$ cat src/rtl/disp_cmd_parser.sv
// Display command byte-stream decoder: fetches bytes from the shared command
// register and turns them into cursor/attribute updates and text-buffer writes.
module disp_cmd_parser #(
  parameter int COLS   = 100,
  parameter int ROWS   = 75,
  parameter int ADDR_W = 13
) (
  input  logic              clk,
  input  logic              rst,
  input  logic              has_data,
  input  logic [7:0]        rd_data,
  output logic              rd,
  output logic              vram_we,
  output logic [ADDR_W-1:0] vram_addr,
  output logic [15:0]       vram_wdata,
  output logic [7:0]        cur_attr,
  output logic              busy,
  output logic              cmd_err
);

  localparam int CW    = (COLS > 1) ? $clog2(COLS) : 1;
  localparam int RW    = (ROWS > 1) ? $clog2(ROWS) : 1;
  localparam int CELLS = COLS * ROWS;

  localparam logic [7:0]        COL_MAX8  = 8'(COLS - 1);
  localparam logic [7:0]        ROW_MAX8  = 8'(ROWS - 1);
  localparam logic [CW-1:0]     COL_LAST  = CW'(COLS - 1);
  localparam logic [RW-1:0]     ROW_LAST  = RW'(ROWS - 1);
  localparam logic [ADDR_W-1:0] ADDR_LAST = ADDR_W'(CELLS - 1);

  typedef enum logic {F_WAIT, F_ACK} fetch_t;
  typedef enum logic [2:0] {D_OP, D_ATTR, D_COL, D_ROW, D_CHAR, D_CLEAR} dec_t;

  fetch_t f_state, f_next;
  dec_t   d_state, d_next;

  logic [7:0]        byte_q;
  logic [7:0]        attr_q;
  logic              err_q;
  logic              we_char_q;
  logic [ADDR_W-1:0] addr_q;
  logic [15:0]       wdata_q;
  logic [CW-1:0]     col_q, col_pend_q;
  logic [RW-1:0]     row_q;
  logic [ADDR_W-1:0] cur_lin;
  logic [CW-1:0]     col_clamp;
  logic [RW-1:0]     row_clamp;

  logic take, ack, clearing, clear_last, op_clear, op_bad;

  // Handshake: a byte is taken when has_data=1 is sampled in F_WAIT (never
  // while clearing); rd is high for the single following cycle, which is the
  // consume strobe. has_data is not looked at during that ack cycle.
  assign ack        = (f_state == F_ACK);
  assign clearing   = (d_state == D_CLEAR);
  assign clear_last = clearing && (addr_q == ADDR_LAST);
  assign op_clear   = ack && (d_state == D_OP) && (byte_q == 8'h04);
  assign op_bad     = ack && (d_state == D_OP) && (byte_q > 8'h04);

  assign cur_lin   = ADDR_W'(row_q) * ADDR_W'(COLS) + ADDR_W'(col_q);
  assign col_clamp = (int'(byte_q) >= COLS) ? CW'(COL_MAX8) : CW'(byte_q);
  assign row_clamp = (int'(byte_q) >= ROWS) ? RW'(ROW_MAX8) : RW'(byte_q);

  assign rd         = ack;
  assign busy       = clearing;
  assign vram_we    = we_char_q | clearing;
  assign vram_addr  = addr_q;
  assign vram_wdata = wdata_q;
  assign cur_attr   = attr_q;
  assign cmd_err    = err_q;

  always_ff @(posedge clk or posedge rst) begin
    if (rst) begin
      f_state <= F_WAIT;
      d_state <= D_OP;
    end else begin
      f_state <= f_next;
      d_state <= d_next;
    end
  end

  always_comb begin
    f_next = f_state;
    take   = 1'b0;
    case (f_state)
      F_WAIT: begin
        if (has_data && !clearing) begin
          take   = 1'b1;
          f_next = F_ACK;
        end
      end
      F_ACK:   f_next = F_WAIT;
      default: f_next = F_WAIT;
    endcase
  end

  always_comb begin
    d_next = d_state;
    if (ack) begin
      case (d_state)
        D_OP: begin
          case (byte_q)
            8'h01:   d_next = D_ATTR;
            8'h02:   d_next = D_COL;
            8'h03:   d_next = D_CHAR;
            8'h04:   d_next = D_CLEAR;
            default: d_next = D_OP;
          endcase
        end
        D_COL:   d_next = D_ROW;
        D_ATTR,
        D_ROW,
        D_CHAR:  d_next = D_OP;
        default: d_next = d_state;
      endcase
    end
    if (clear_last) d_next = D_OP;
  end

  // Character writes are registered at the byte-sample edge so the write
  // cycle lines up with the rd cycle of the character byte.
  always_ff @(posedge clk or posedge rst) begin
    if (rst) begin
      byte_q     <= 8'h00;
      attr_q     <= 8'h0F;
      err_q      <= 1'b0;
      we_char_q  <= 1'b0;
      addr_q     <= '0;
      wdata_q    <= 16'h0000;
      col_q      <= '0;
      row_q      <= '0;
      col_pend_q <= '0;
    end else begin
      we_char_q <= 1'b0;
      if (take) begin
        byte_q <= rd_data;
        if (d_state == D_CHAR) begin
          we_char_q <= 1'b1;
          addr_q    <= cur_lin;
          wdata_q   <= {attr_q, rd_data};
        end
      end

      if (op_bad) err_q <= 1'b1;

      if (op_clear) begin
        addr_q  <= '0;
        wdata_q <= {attr_q, 8'h20};
      end

      if (ack) begin
        case (d_state)
          D_ATTR: attr_q <= byte_q;
          D_COL:  col_pend_q <= col_clamp;
          D_ROW: begin
            col_q <= col_pend_q;
            row_q <= row_clamp;
          end
          D_CHAR: begin
            if (col_q == COL_LAST) begin
              col_q <= '0;
              row_q <= (row_q == ROW_LAST) ? '0 : row_q + RW'(1);
            end else begin
              col_q <= col_q + CW'(1);
            end
          end
          default: ;
        endcase
      end

      // The clear walks the write address itself; addr_q doubles as counter.
      if (clearing) begin
        if (clear_last) begin
          col_q <= '0;
          row_q <= '0;
        end else begin
          addr_q <= addr_q + ADDR_W'(1);
        end
      end
    end
  end

endmodule

$ cat config.mk
export PLATFORM = sky130hd
export DESIGN_NAME = disp_cmd_parser
export DESIGN_NICKNAME = d
export VERILOG_FILES = /design/src/rtl/disp_cmd_parser.sv
export SDC_FILE = /design/constraint.sdc
export NUM_CORES = 1
export LEC_CHECK = 0
export CORE_AREA = 2 2 135 71
export CTS_CLUSTER_DIAMETER = 50
export DETAILED_ROUTE_END_ITERATION = 12
export DIE_AREA = 0 0 137 73
export HOLD_SLACK_MARGIN = 0.03
export PLACE_DENSITY_LB_ADDON = 0.12
export SLEW_MARGIN = 20
export SYNTH_ARGS = -nofsm -noshare
export SYNTH_HDL_FRONTEND = slang
export SYNTH_SLANG_ARGS = --single-unit
$ cat constraint.sdc
create_clock -name clk -period 3.21 [get_ports clk]
set_clock_uncertainty 0.15 [all_clocks]
set_input_delay 0.642 -clock clk [delete_from_list [all_inputs] [get_ports clk]]
set_output_delay 0.642 -clock clk [all_outputs]
set_load 0.005 [all_outputs]
==> results.md <==
- Count of flip-flops with a built-in enable after synthesis: 0
- Grt ovf: 0
- Sum of routed wire length over all layers: approximately 12 mm
- Largest fanout on the critical path: 4
- Cell chain of the critical path: inv_2 > ha_4 > inv_2 > ha_4 > fa_1 > ha_4 > o21ai_2 > o211ai_1 > or3b_4 > nand4b_1 > xnor2_1 > o21ai_1
- Most common flop cell mapped by yosys: sky130_fd_sc_hd__dfrtp_1
- Post-layout min period: between 3000 and 4000 ps
- Initial antenna violation count: 0
- Crit path setup slack, layout: between 60 and 70 ps
- Leakage: approximately 2.6 nW
- Number of diodes: 0
- Leading cell types by total area after synthesis: sky130_fd_sc_hd__dfrtp_1, sky130_fd_sc_hd__ha_1, sky130_fd_sc_hd__nand2_1
- Kind of cell adding the most delay to the critical path: adder cells
- Total number of yosys warnings: 0
- Peak clock frequency supported by timing: between 0.3 and 0.4 GHz
- Remaining design rule violation count: 0
- Number of I/O pins: 52
- Endpoint required time on the critical path: between 3000 and 4000 ps
- Cell repeated most along the worst path: sky130_fd_sc_hd__ha_4
- Instance count after placement with tap cells included: 653
- Area of the die: about 10000 µm²
- Area Overhead vs Synth: 30.2%
- Count of endpoints failing setup in the final report: 0
- IO Port Bufs: slightly above 50
- Area of the core: between 9000 and 10000 µm²
- Vias per inst: 5.87
- Die extent in y: around 73 µm
- TritonCTS buffer count: 9
- Fraction of post-synthesis cell area in the top cell type by area: 0.386
- Post-route fraction of the period consumed by the critical path: 0.979
- #FFs+latches synth: 72
- Syn Std Cell Area: 4410 µm²
- Netlist cell types: 64
- Final HPWL from detailed placement: roughly 9 mm
- Final-stage net count: a little under 600
- Type of the worst setup path: reg -> reg
- Most common library cell in the layout ignoring fill and taps: sky130_fd_sc_hd__dfrtp_1
- Post-detailed-route wirelength per cell: about 18 µm
- Clk_lat worst skew: about 340 ps
- Share of flip-flops with an asynchronous set or reset after synthesis: 1.00
- Global-route wire length before repair: between 15 and 20 mm
- Kind of launch point of the worst setup path: flop
- Total power consumption of the routed design: ~4 mW
- Clock transition at the registers of the reported paths: about 60 ps
- Kind of capture point of the worst setup path: flop
- Most used cells in the layout excluding fill and tap cells: sky130_fd_sc_hd__dfrtp_1, sky130_fd_sc_hd__nand2_1, sky130_fd_sc_hd__clkdlybuf4s50_1
- CTS H-tree depth: 3
- Maximum Capacitance Violations: 0
- CP Buf/Inv Count: 2
- Biggest cell delay along the critical path: ~460 ps
- Power density over the cells: between 700 and 800 nW/µm²
- Cell Rows: 25
- Cells on worst reg2reg path: 12
- Max Buffers Root-to-Sink: 2
- IR Drop Worst-Case VDD: approximately 360 µV
- Post-Syn Instances: about 470
- Cell depth of the worst min-delay path: 1
- Outcome: finished clean
- Number of cells on the critical path: 12
- Data arrival time of the critical path: ~3200 ps
- Starting density of the core: 0.489
- Transition at the pin with the smallest max-transition slack: around 870 ps
- Hold crit path type: reg -> reg
- Maximum number of pins on one net before global-route repair: 73
- Detailed Routing Iterations Pass 1: 4
- Vias in the first global route: ~3600
- Worst setup slack after placement: -166 ps
- Total number of vias: between 3000 and 4000
- Library cell with the largest summed area after synthesis: sky130_fd_sc_hd__dfrtp_1
- Number of failing hold endpoints at the final stage: 0
- Number of sinks on the clock net: between 70 and 80
- Horizontal die dimension: 137 µm
- Final Max Slew Viols: 0
- Share of layout cells above drive strength 1: 0.196
- Total track usage: 0.257
- Clock root cell: sky130_fd_sc_hd__clkbuf_16
- Share of the yosys chip area belonging to registers: 0.410
- Number of DRC violations after detailed-routing iteration 0: between 400 and 500
- Avg Synthesized Cell Area: around 9.4 µm²
- Max-Slew Margin vs Limit: 0.416
- Syn Nets: just over 500
- Gpl congestion: 0.866
- TritonCTS clock tree: done
- Remaining number of nets flagged by the antenna check after routing: 0
- Master of the slowest instance on the critical path: sky130_fd_sc_hd__fa_1
- Final Non-Filler Cells: 673
- CTS Hold Bufs: 0
## per-layer routing
layer  GRT usage  up-vias  share of wire
li1            -     1841              -
met1       0.424     1920           0.52
met2       0.315      171           0.38
met3      0.0729       16          0.085
met4      0.0641        0          0.010
met5           0        -              0
## final timing paths
kind | from | endpoint | slack, ps
max in group asynchronous | rst | cur_attr[0]$_DFFE_PP1P_ | 2010
worst min register to register | cmd_err$_DFFE_PP0P_ | cmd_err$_DFFE_PP0P_ | 320
worst max register to register | row_q[2]$_DFF_PP0_ | vram_addr[12]$_DFF_PP0_ | 70
worst max-delay path | row_q[2]$_DFF_PP0_ | vram_addr[12]$_DFF_PP0_ | 70
min in group asynchronous | rst | vram_wdata[14]$_DFFE_PP0P_ | 550
worst min-delay path | cmd_err$_DFFE_PP0P_ | cmd_err$_DFFE_PP0P_ | 320
## logic make-up (layout without fill, tap and decap cells)
| group | after synthesis | in the layout | share of synthesized area |
|---|---|---|---|
| XOR/XNOR | 17 | 17 | 0.0338 |
| buffers and inverters | 35 | 119 | 0.0329 |
| flip-flops | 72 | 72 | 0.410 |
| AND/OR/NAND/NOR | 174 | 174 | 0.200 |
| multiplexers | 19 | 19 | 0.0483 |
| AO/OA/AOI/OAI | 115 | 115 | 0.168 |
| adder cells (fa/ha/maj) | 36 | 36 | 0.107 |
## layout make-up
| cell class | count | area, µm² |
|---|---|---|
| clock buffers | 9 | 225 |
| clock inverters | 7 | 61.3 |
| multi-input cells | 361 | 2660 |
| well taps | 121 | 151 |
| flip-flops and latches | 72 | 1810 |
| inverters | 22 | 82.6 |
| repair buffers | 81 | 748 |
| fillers | 753 | 3270 |
## synth_stat cells (all sizes together) (2+ instances only)
cell,instances
nor3,6
nor4,4
nor2,37
and2,2
a211oi,5
nand3,13
xor2,6
nand4,5
a21o,8
o211ai,5
a32o,2
or4b,2
nand2,62
ha,33
nor4b,2
inv,22
and3,8
buf,9
a22oi,4
o21a,2
o21ai,32
or3b,2
or4,3
dfstp,4
or3,2
nand2b,7
o221ai,4
or2,3
mux2,18
nand3b,2
o31ai,3
nor2b,6
a22o,3
fa,3
xnor2,11
a21oi,27
nor3b,4
clkbuf,4
dfrtp,68
o22ai,4
a31oi,4
a211o,2
## stage by stage
| step | area, µm² | hold WS (ps) | utilization | setup TNS, ps |
|---|---|---|---|---|
| 5_1_grt | 5740 | 340 | 0.637 | -47.2 |
| 3_5_place_dp | 5220 | 310 | 0.579 | -501 |
| 4_1_cts | 5580 | 323 | 0.619 | 0 |
| 2_1_floorplan | 4410 | 289 | - | 0 |
| 3_3_place_gp | 5220 | 297 | 0.579 | -10.5 |
| 6_report | 5740 | 318 | 0.637 | 0 |
## flip-flops by register name, indices dropped and copies added, names as in the netlist
register    flops
byte_q          8
cmd_err         1
col_pend_q      7
col_q           7
cur_attr        8
d_state         3
rd              1
row_q           7
vram_addr      13
vram_wdata     16
we_char_q       1
## power by group
part           switching [mW]  total, mW  internal (mW)  leakage, nW
Sequential              0.308       1.54           1.23        0.911
Combinational           0.655       1.55          0.897         1.51
Clock                   0.423      0.961          0.537        0.135
## repair_timing
| action | CTS | global route |
|---|---|---|
| hold endpoints to repair | 0 | 0 |
| pin swaps | 6 | 11 |
| buffers inserted | 2 | 2 |
| gates resized for setup | 12 | 23 |
| gates cloned | 0 | 0 |
| setup endpoints to repair | 4 | 4 |
No activity file was read; power rests on OpenSTA's default activity.
